File: src/rtl/lemming_world_pkg.sv
// Shared types and defaults for the lemming_world environment model.
// Phase enum plus walker<->world bundles.
package lemmings_pkg;

    typedef enum logic [1:0] {
        WALK = 2'd0,
        FALL = 2'd1,
        DIG  = 2'd2
    } phase_e;

    localparam int DEF_N_COLS      = 16;
    localparam int DEF_START_POS   = 0;
    localparam int DEF_FALL_CYCLES = 4;
    localparam int DEF_DIG_CYCLES  = 3;
    localparam int DEF_MAX_LEVEL   = 3;
    localparam int EVT_W           = 8;

    typedef struct packed {
        logic walk_left;
        logic walk_right;
        logic aaah;
        logic digging;
    } walker_out_t;

    typedef struct packed {
        logic bump_left;
        logic bump_right;
        logic ground;
        logic dig;
    } world_out_t;

endpackage

File: src/rtl/lemming_world_if.sv
// Walker <-> world signal bundle.
// master = walker side, slave = world side.
interface lemming_world_if #(
    parameter int N_COLS    = lemmings_pkg::DEF_N_COLS,
    parameter int MAX_LEVEL = lemmings_pkg::DEF_MAX_LEVEL
);
    localparam int PW = $clog2(N_COLS);
    localparam int LW = $clog2(MAX_LEVEL + 1);
    localparam int EW = lemmings_pkg::EVT_W;

    logic          walk_left;
    logic          walk_right;
    logic          aaah;
    logic          digging;
    logic          dig_cmd;
    logic          bump_left;
    logic          bump_right;
    logic          ground;
    logic          dig;
    logic [PW-1:0] pos;
    logic [LW-1:0] level;
    logic [EW-1:0] fall_count;
    logic [EW-1:0] dig_count;

    modport master (
        output walk_left, walk_right, aaah, digging, dig_cmd,
        input  bump_left, bump_right, ground, dig,
        input  pos, level, fall_count, dig_count
    );

    modport slave (
        input  walk_left, walk_right, aaah, digging, dig_cmd,
        output bump_left, bump_right, ground, dig,
        output pos, level, fall_count, dig_count
    );

endinterface

File: src/rtl/lemming_world_sat_cnt.sv
// lw_sat_cnt: W-bit up counter that sticks at all ones.
// Clear has priority over increment.
module lw_sat_cnt #(
    parameter int W = 8
) (
    input  logic         clk,
    input  logic         rst_n,
    input  logic         clr,
    input  logic         inc,
    output logic [W-1:0] cnt_q
);
    logic [W-1:0] cnt_d;

    always_comb begin
        cnt_d = cnt_q;
        if (clr) begin
            cnt_d = '0;
        end else if (inc && (cnt_q != {W{1'b1}})) begin
            cnt_d = cnt_q + 1'b1;
        end
    end

    always_ff @(posedge clk) begin
        if (!rst_n) begin
            cnt_q <= '0;
        end else begin
            cnt_q <= cnt_d;
        end
    end

endmodule

File: src/rtl/lemming_world.sv
// lemming_world: 1-D track, per-level floor map, fall and dig timing.
// LEMMING_WORLD_EVENT_CNT_EN builds the fall/dig event counters.
module lemming_world
    import lemmings_pkg::*;
#(
    parameter int                N_COLS      = DEF_N_COLS,
    parameter int                START_POS   = DEF_START_POS,
    parameter logic [N_COLS-1:0] INIT_GROUND = {N_COLS{1'b1}},
    parameter int                FALL_CYCLES = DEF_FALL_CYCLES,
    parameter int                DIG_CYCLES  = DEF_DIG_CYCLES,
    parameter int                MAX_LEVEL   = DEF_MAX_LEVEL
) (
    input  logic           clk,
    input  logic           rst_n,
    lemming_world_if.slave w
);
    localparam int PW = $clog2(N_COLS);
    localparam int LW = $clog2(MAX_LEVEL + 1);
    localparam int FW = $clog2(FALL_CYCLES + 1);
    localparam int DW = $clog2(DIG_CYCLES + 1);

    localparam logic [PW-1:0]     POS_MAX   = PW'(N_COLS - 1);
    localparam logic [PW-1:0]     POS_RST   = PW'(START_POS);
    localparam logic [LW-1:0]     LVL_MAX   = LW'(MAX_LEVEL);
    localparam logic [FW-1:0]     FALL_LAST = FW'(FALL_CYCLES - 1);
    localparam logic [DW-1:0]     DIG_LAST  = DW'(DIG_CYCLES - 1);
    localparam logic [N_COLS-1:0] MAP_ONES  = {N_COLS{1'b1}};
    localparam logic [N_COLS-1:0] MAP_RST   =
        INIT_GROUND | (N_COLS'(1) << START_POS);
    localparam world_out_t        OUT_RST   = '{
        bump_left:  1'b0,
        bump_right: 1'b0,
        ground:     1'b1,
        dig:        1'b0
    };

    walker_out_t       in_s;
    world_out_t        out_d, out_q;
    phase_e            phase_d, phase_q;
    logic [PW-1:0]     pos_d, pos_q;
    logic [LW-1:0]     level_d, level_q;
    logic [N_COLS-1:0] map_d, map_q;

    logic [FW-1:0] fall_cnt, fall_now;
    logic [DW-1:0] dig_cnt, dig_now;
    logic          fall_inc, fall_clr;
    logic          dig_inc, dig_clr;

    assign in_s = {w.walk_left, w.walk_right, w.aaah, w.digging};

    // Progress counts only while we stayed in the same phase.
    assign fall_now = (phase_q == FALL) ? fall_cnt : '0;
    assign dig_now  = (phase_q == DIG)  ? dig_cnt  : '0;

    always_comb begin
        phase_d    = phase_q;
        pos_d      = pos_q;
        level_d    = level_q;
        map_d      = map_q;
        out_d      = out_q;
        out_d.bump_left  = 1'b0;
        out_d.bump_right = 1'b0;
        out_d.dig        = w.dig_cmd;
        fall_inc   = 1'b0;
        fall_clr   = 1'b1;
        dig_inc    = 1'b0;
        dig_clr    = 1'b1;

        if (in_s.aaah) begin
            phase_d = FALL;
            if (fall_now == FALL_LAST) begin
                level_d = (level_q == LVL_MAX) ? LVL_MAX
                                               : level_q + 1'b1;
                map_d = (level_d == LVL_MAX) ? MAP_ONES
                      : (INIT_GROUND | (N_COLS'(1) << pos_q));
                out_d.ground = 1'b1;
            end else begin
                fall_inc     = 1'b1;
                fall_clr     = 1'b0;
                out_d.ground = 1'b0;
            end
        end else if (in_s.digging && out_q.ground) begin
            phase_d = DIG;
            // Bedrock: digging is accepted but makes no progress.
            if (level_q != LVL_MAX) begin
                if (dig_now == DIG_LAST) begin
                    map_d[pos_q] = 1'b0;
                    out_d.ground = 1'b0;
                end else begin
                    dig_inc = 1'b1;
                    dig_clr = 1'b0;
                end
            end
        end else begin
            phase_d = WALK;
            unique case (1'b1)
                in_s.walk_left && !in_s.walk_right: begin
                    if (pos_q == '0) out_d.bump_left = 1'b1;
                    else             pos_d = pos_q - 1'b1;
                end
                in_s.walk_right && !in_s.walk_left: begin
                    if (pos_q == POS_MAX) out_d.bump_right = 1'b1;
                    else                  pos_d = pos_q + 1'b1;
                end
                default: ;
            endcase
            out_d.ground = map_d[pos_d];
        end
    end

    always_ff @(posedge clk) begin
        if (!rst_n) begin
            phase_q <= WALK;
            pos_q   <= POS_RST;
            level_q <= '0;
            map_q   <= MAP_RST;
            out_q   <= OUT_RST;
        end else begin
            phase_q <= phase_d;
            pos_q   <= pos_d;
            level_q <= level_d;
            map_q   <= map_d;
            out_q   <= out_d;
        end
    end

    lw_sat_cnt #(.W(FW)) u_fall_cnt (
        .clk   (clk),
        .rst_n (rst_n),
        .clr   (fall_clr),
        .inc   (fall_inc),
        .cnt_q (fall_cnt)
    );

    lw_sat_cnt #(.W(DW)) u_dig_cnt (
        .clk   (clk),
        .rst_n (rst_n),
        .clr   (dig_clr),
        .inc   (dig_inc),
        .cnt_q (dig_cnt)
    );

`ifdef LEMMING_WORLD_EVENT_CNT_EN
    logic             fall_evt, dig_evt;
    logic [EVT_W-1:0] fall_evt_cnt, dig_evt_cnt;

    assign fall_evt = in_s.aaah && !fall_inc;
    assign dig_evt  = (phase_d == DIG) && (level_q != LVL_MAX) && !dig_inc;

    lw_sat_cnt #(.W(EVT_W)) u_fall_evt (
        .clk   (clk),
        .rst_n (rst_n),
        .clr   (1'b0),
        .inc   (fall_evt),
        .cnt_q (fall_evt_cnt)
    );

    lw_sat_cnt #(.W(EVT_W)) u_dig_evt (
        .clk   (clk),
        .rst_n (rst_n),
        .clr   (1'b0),
        .inc   (dig_evt),
        .cnt_q (dig_evt_cnt)
    );

    assign w.fall_count = fall_evt_cnt;
    assign w.dig_count  = dig_evt_cnt;
`else
    assign w.fall_count = '0;
    assign w.dig_count  = '0;
`endif

    assign w.bump_left  = out_q.bump_left;
    assign w.bump_right = out_q.bump_right;
    assign w.ground     = out_q.ground;
    assign w.dig        = out_q.dig;
    assign w.pos        = pos_q;
    assign w.level      = level_q;

endmodule

File: src/flat_wrapper.sv
// flat-port wrapper written by rule: the top's interface ports become plain ports
module lemming_world_flat import lemmings_pkg::*;
#(
    parameter int                N_COLS      = DEF_N_COLS,
    parameter int                START_POS   = DEF_START_POS,
    parameter logic [N_COLS-1:0] INIT_GROUND = {N_COLS{1'b1}},
    parameter int                FALL_CYCLES = DEF_FALL_CYCLES,
    parameter int                DIG_CYCLES  = DEF_DIG_CYCLES,
    parameter int                MAX_LEVEL   = DEF_MAX_LEVEL
)
  (clk, rst_n, w_walk_left, w_walk_right, w_aaah, w_digging, w_dig_cmd, w_bump_left, w_bump_right, w_ground, w_dig, w_pos, w_level, w_fall_count, w_dig_count);
  lemming_world_if #(.N_COLS(N_COLS), .MAX_LEVEL(MAX_LEVEL)) w_i ();
  input  logic clk;
  input  logic rst_n;
  input wire logic [$bits(w_i.walk_left)-1:0] w_walk_left;
  input wire logic [$bits(w_i.walk_right)-1:0] w_walk_right;
  input wire logic [$bits(w_i.aaah)-1:0] w_aaah;
  input wire logic [$bits(w_i.digging)-1:0] w_digging;
  input wire logic [$bits(w_i.dig_cmd)-1:0] w_dig_cmd;
  output wire logic [$bits(w_i.bump_left)-1:0] w_bump_left;
  output wire logic [$bits(w_i.bump_right)-1:0] w_bump_right;
  output wire logic [$bits(w_i.ground)-1:0] w_ground;
  output wire logic [$bits(w_i.dig)-1:0] w_dig;
  output wire logic [$bits(w_i.pos)-1:0] w_pos;
  output wire logic [$bits(w_i.level)-1:0] w_level;
  output wire logic [$bits(w_i.fall_count)-1:0] w_fall_count;
  output wire logic [$bits(w_i.dig_count)-1:0] w_dig_count;
  assign w_i.walk_left = w_walk_left;
  assign w_i.walk_right = w_walk_right;
  assign w_i.aaah = w_aaah;
  assign w_i.digging = w_digging;
  assign w_i.dig_cmd = w_dig_cmd;
  assign w_bump_left = w_i.bump_left;
  assign w_bump_right = w_i.bump_right;
  assign w_ground = w_i.ground;
  assign w_dig = w_i.dig;
  assign w_pos = w_i.pos;
  assign w_level = w_i.level;
  assign w_fall_count = w_i.fall_count;
  assign w_dig_count = w_i.dig_count;
  lemming_world #(.N_COLS(N_COLS), .START_POS(START_POS), .INIT_GROUND(INIT_GROUND), .FALL_CYCLES(FALL_CYCLES), .DIG_CYCLES(DIG_CYCLES), .MAX_LEVEL(MAX_LEVEL)) u_core (.clk(clk), .rst_n(rst_n), .w(w_i));
endmodule
File: config.mk
export PLATFORM = sky130hd
export DESIGN_NAME = lemming_world_flat
export DESIGN_NICKNAME = d
export VERILOG_FILES = /design/src/rtl/lemming_world_pkg.sv /design/src/rtl/lemming_world_if.sv /design/src/rtl/lemming_world_sat_cnt.sv /design/src/rtl/lemming_world.sv /design/src/flat_wrapper.sv
export SDC_FILE = /design/constraint.sdc
export NUM_CORES = 1
export LEC_CHECK = 0
export ABC_AREA = 1
export CORE_MARGIN = 3
export CORE_UTILIZATION = 47
export CTS_CLUSTER_DIAMETER = 100
export DETAILED_ROUTE_END_ITERATION = 7
export GPL_TIMING_DRIVEN = 0
export PLACE_DENSITY = 0.83
export SYNTH_ARGS = -nofsm -noshare
export SYNTH_HDL_FRONTEND = slang
export SYNTH_SLANG_ARGS = --single-unit
File: constraint.sdc
create_clock -name clk -period 1.7 [get_ports clk]
set_input_delay 0.51 -clock clk [delete_from_list [all_inputs] [get_ports clk]]
set_output_delay 0.51 -clock clk [all_outputs]
set_load 0.05 [all_outputs]
==> flow_summary_export.csv <==
group,metric,value,unit
routing,routed_wire_length_per_instance,13.20,um
die,die_w,69.97,um
cells_and_area,num-fill-cells,311,
die,core,0.003799,mm2
cells_and_area,post_route_cells_drive_above_1_share,0.2917,
die,floorplan.die.height,69.97,um
logic_synthesis,netlist.area_leader.share,0.3435,
routing,drt_first_pass_iters,4,
clocking,cts-root-to-sink-buffers,2,
setup_path,crit_required,1.89,ns
timing,hold_viol,0,
routing,drt-total-wl,4753,um
timing,hold-worst-slack,0.4616,ns
logic_synthesis,synth_adder_area_share,0.05856,
cells_and_area,stdcell_count,360,
clocking,postCtsHoldBufs,0,
logic_synthesis,ys.flop_type,"dfxtp_1",
pwr,ir_worst_vdd,0.5538,mV
logic_synthesis,synthDominantAreaCellType,"dfxtp_1",
timing,tightestPinTransition,0.5092,ns
setup_path,start_kind,"flip-flop",
die,die_area,0.004895,mm2
die,rows,22,
grt,globalRoute.totalOverflow,0,
placed_design,routabilityCongestion,0.8835,
routing,viasPerCell,5.169,
setup_path,endpoint_kind,"flip-flop",
routing,num_vias,1861,
grt,initial_antenna_violation_count,0,
logic_synthesis,avgSynthCellArea,7.368,um2
logic_synthesis,most_common_cell_in_the_netlist,"nand2_1",
logic_synthesis,yosysSeqAreaShare,0.3435,
die,io_pins,33,
timing,final-max-slew-violation-count,0,
setup_path,critPathSlowestCell,"dfxtp_4",
logic_synthesis,count_of_synthesis_stage_warnings_from_yosys,0,
clocking,cts_inserted_buffers,5,
timing,rsz_0062_raised_after_global_routing,"true",
logic_synthesis,yosys-mux-area-fraction,0,
pwr,power_density,884.6,mW/mm2
timing,fmax,580.0,MHz
setup_path,crit_buf_inv,3,
cells_and_area,multiInputGateArea,0.001147,mm2
die,initial_cell_density_of_the_core,0.5063,
logic_synthesis,post_synth_inst_count,261,
timing,fin_clk_skew,0.004754,ns
logic_synthesis,synth_top_family_by_area,"simple AND/OR/NAND/NOR gates",
status,result_of_the_run,"complete, but fails checks",
grt,groute.usage.overall,0.1795,
setup_path,critical_path.top_delay_family,"simple AND/OR/NAND/NOR gates",
cells_and_area,area_growth_syn_to_layout,31.69,%
placed_design,place_hpwl,3068,um
logic_synthesis,synth_xor_xnor_area_share,0.009109,
placed_design,port_buffers,15,
setup_path,critPathMaxStageDelay,0.40,ns
grt,first_global_vias,1590,
timing,setup_viol,2,
setup_path,timing.critical_path.mode_cell,"nand2_1",
setup_path,crit_arrival,1.91,ns
logic_synthesis,synthTopCellsByArea,"dfxtp_1, nand2_1, inv_1",
logic_synthesis,synth-async-reset-ratio,0,
setup_path,sequence_of_cells_on_the_critical_path,"clkinvlp_4 > ha_4 > inv_2 > nand2_1 > nand2_1 > nand2_1 > a31oi_4 > inv_2 > nand3_1 > nand3_1 > nand3_1 > nand2_1",
pwr,cellLeakagePower,0.001263,uW
placed_design,post-place-cells,339,
status,violations,"negative setup slack",
logic_synthesis,synth_area_in_compound_gates,0.1054,
routing,detailedRoute.firstIterationViolations,162,
timing,timing.final.crit_share,1.014,
clocking,ctsRootBufferMaster,"clkbuf_8",
logic_synthesis,post_synth_most_frequent_cells,"nand2_1, inv_1, dfxtp_1",
clocking,clock_insertion_delay_worst_skew,0.29,ns
timing,slew_headroom,0.6619,
clocking,cts_num_sinks,33,
setup_path,timing.setup.critical_path_class,"flip-flop to flip-flop",
grt,largest_net_degree_at_the_start_of_global_routing,11,
min_path,holdCritPathClass,"flip-flop to flip-flop",
cells_and_area,nNetsFinal,327,
clocking,htreeDepth,2,
timing,final_worst_path_setup_slack,-0.02401,ns
logic_synthesis,ys_ff_latch,33,
routing,detail_route.drc_violations,0,
cells_and_area,antenna_diode_count,0,
placed_design,detailedPlace.worstSlack,-0.6627,ns
grt,grt_first_pass_wirelength,7100,um
routing,antenna_violating_nets_post_route,0,
logic_synthesis,synth.lib_cells_used.distinct,33,
clocking,clkTransAtPathRegs,0.07,ns
logic_synthesis,number_of_enable_flip_flop_cells_after_synthesis,0,
clocking,cts_tree,"built",
logic_synthesis,synth-simple-area-share,0.3234,
setup_path,critPathMaxFanout,6,
timing,final_period_minus_worst_setup_slack,1.724,ns
pwr,report.power.total,2240,uW
cells_and_area,seq_area,670.6,um2
logic_synthesis,syn_area,0.001923,mm2
run,max_cap_viol_count,0,
==> cell type report <==
class | instances | share of cell area
clock buffers | 7 | 0.03409
inverters | 41 | 0.06423
repair buffers | 28 | 0.08844
flip-flops and latches | 33 | 0.2648
clock inverters | 1 | 0.01186
plain buffers | 20 | 0.05978
well taps | 48 | 0.02372
multi-input cells | 182 | 0.4531
==> routing by layer <==
metal,GRT usage,vias up,wire [um]
li1,-,906,-
met1,0.2167,858,1917
met2,0.2917,81,2319
met3,0.04892,16,347
met4,0.08936,0,168
met5,0,-,0
==> layout by cell type, fill, tap and decap left out, types with 6 or more instances in the layout <==
| cell | count |
|---|---|
| buf_4 | 29 |
| nand3_1 | 25 |
| o21ai_1 | 11 |
| nand2_1 | 43 |
| conb_1 | 16 |
| inv_1 | 31 |
| a21oi_1 | 7 |
| nand2_2 | 8 |
| nor2_1 | 13 |
| inv_2 | 7 |
| nor3_1 | 6 |
| clkbuf_8 | 6 |
| dfxtp_1 | 29 |
| o21ai_0 | 9 |
==> power by group <==
part | leakage [uW] | internal, uW | switching [uW] | total (uW)
registers | 0.000271 | 798 | 21.2 | 819
clock network | 0.0000585 | 478 | 285 | 762
logic | 0.000934 | 228 | 431 | 659
total | 0.00126 | 1500 | 737 | 2240
==> worst register-to-register path, delay by kind of cell (launching register included) <==
family                     cells  cell delay (ns)
AOI/OAI and AO/OA              1             0.24
adders and majority gates      1             0.21
and+or+nand+nor                7             0.50
buffers and inverters          3             0.28
DFF                            1             0.40
==> state kept, by name (all words and copies together) (netlist names) <==
signal,count
u_core.u_fall_cnt.cnt_q,3
u_core.w.ground,1
u_core.u_dig_cnt.cnt_q,2
u_core.map_q,16
u_core.w.bump_left,1
u_core.w.dig,1
u_core.w.bump_right,1
u_core.w.level,2
u_core.w.pos,4
u_core.phase_q,2
==> cell families (layout without fill, tap and decap cells) <==
kind of cell	Yosys count	in the layout
flip-flops	33	33
AO/OA/AOI/OAI	35	35
other	1	16
buffers and inverters	61	97
AND/OR/NAND/NOR	120	120
adder cells (fa/ha/maj)	9	9
XOR/XNOR	2	2
==> per-stage QoR <==
stage	utilization	instance area, um2	TNS, ns
after floorplan	-	2004	0
after global placement	0.5830	2215	-8.784
after detailed placement	0.5830	2215	-9.358
after CTS	0.6403	2432	-0.07574
after global routing	0.6667	2532	-0.2617
final	0.6667	2532	-0.03831
==> path summary, 6_finish.rpt <==
check	start	endpoint	slack, ns	cells past startpoint
min	u_core.map_q[0]	u_core.map_q[0]	0.46	2
max reg2reg	u_core.w.pos[1]	u_core.w.ground	-0.02	12
min reg2reg	u_core.map_q[0]	u_core.map_q[0]	0.46	2
max	u_core.w.pos[1]	u_core.w.ground	-0.02	12
==> repair_timing <==
item | CTS | global route
buffers inserted | 5 | 8
gates resized for setup | 36 | 24
pin swaps | 8 | 11
endpoints found under the setup margin | 31 | 25
(Power assumes the default switching activity.)
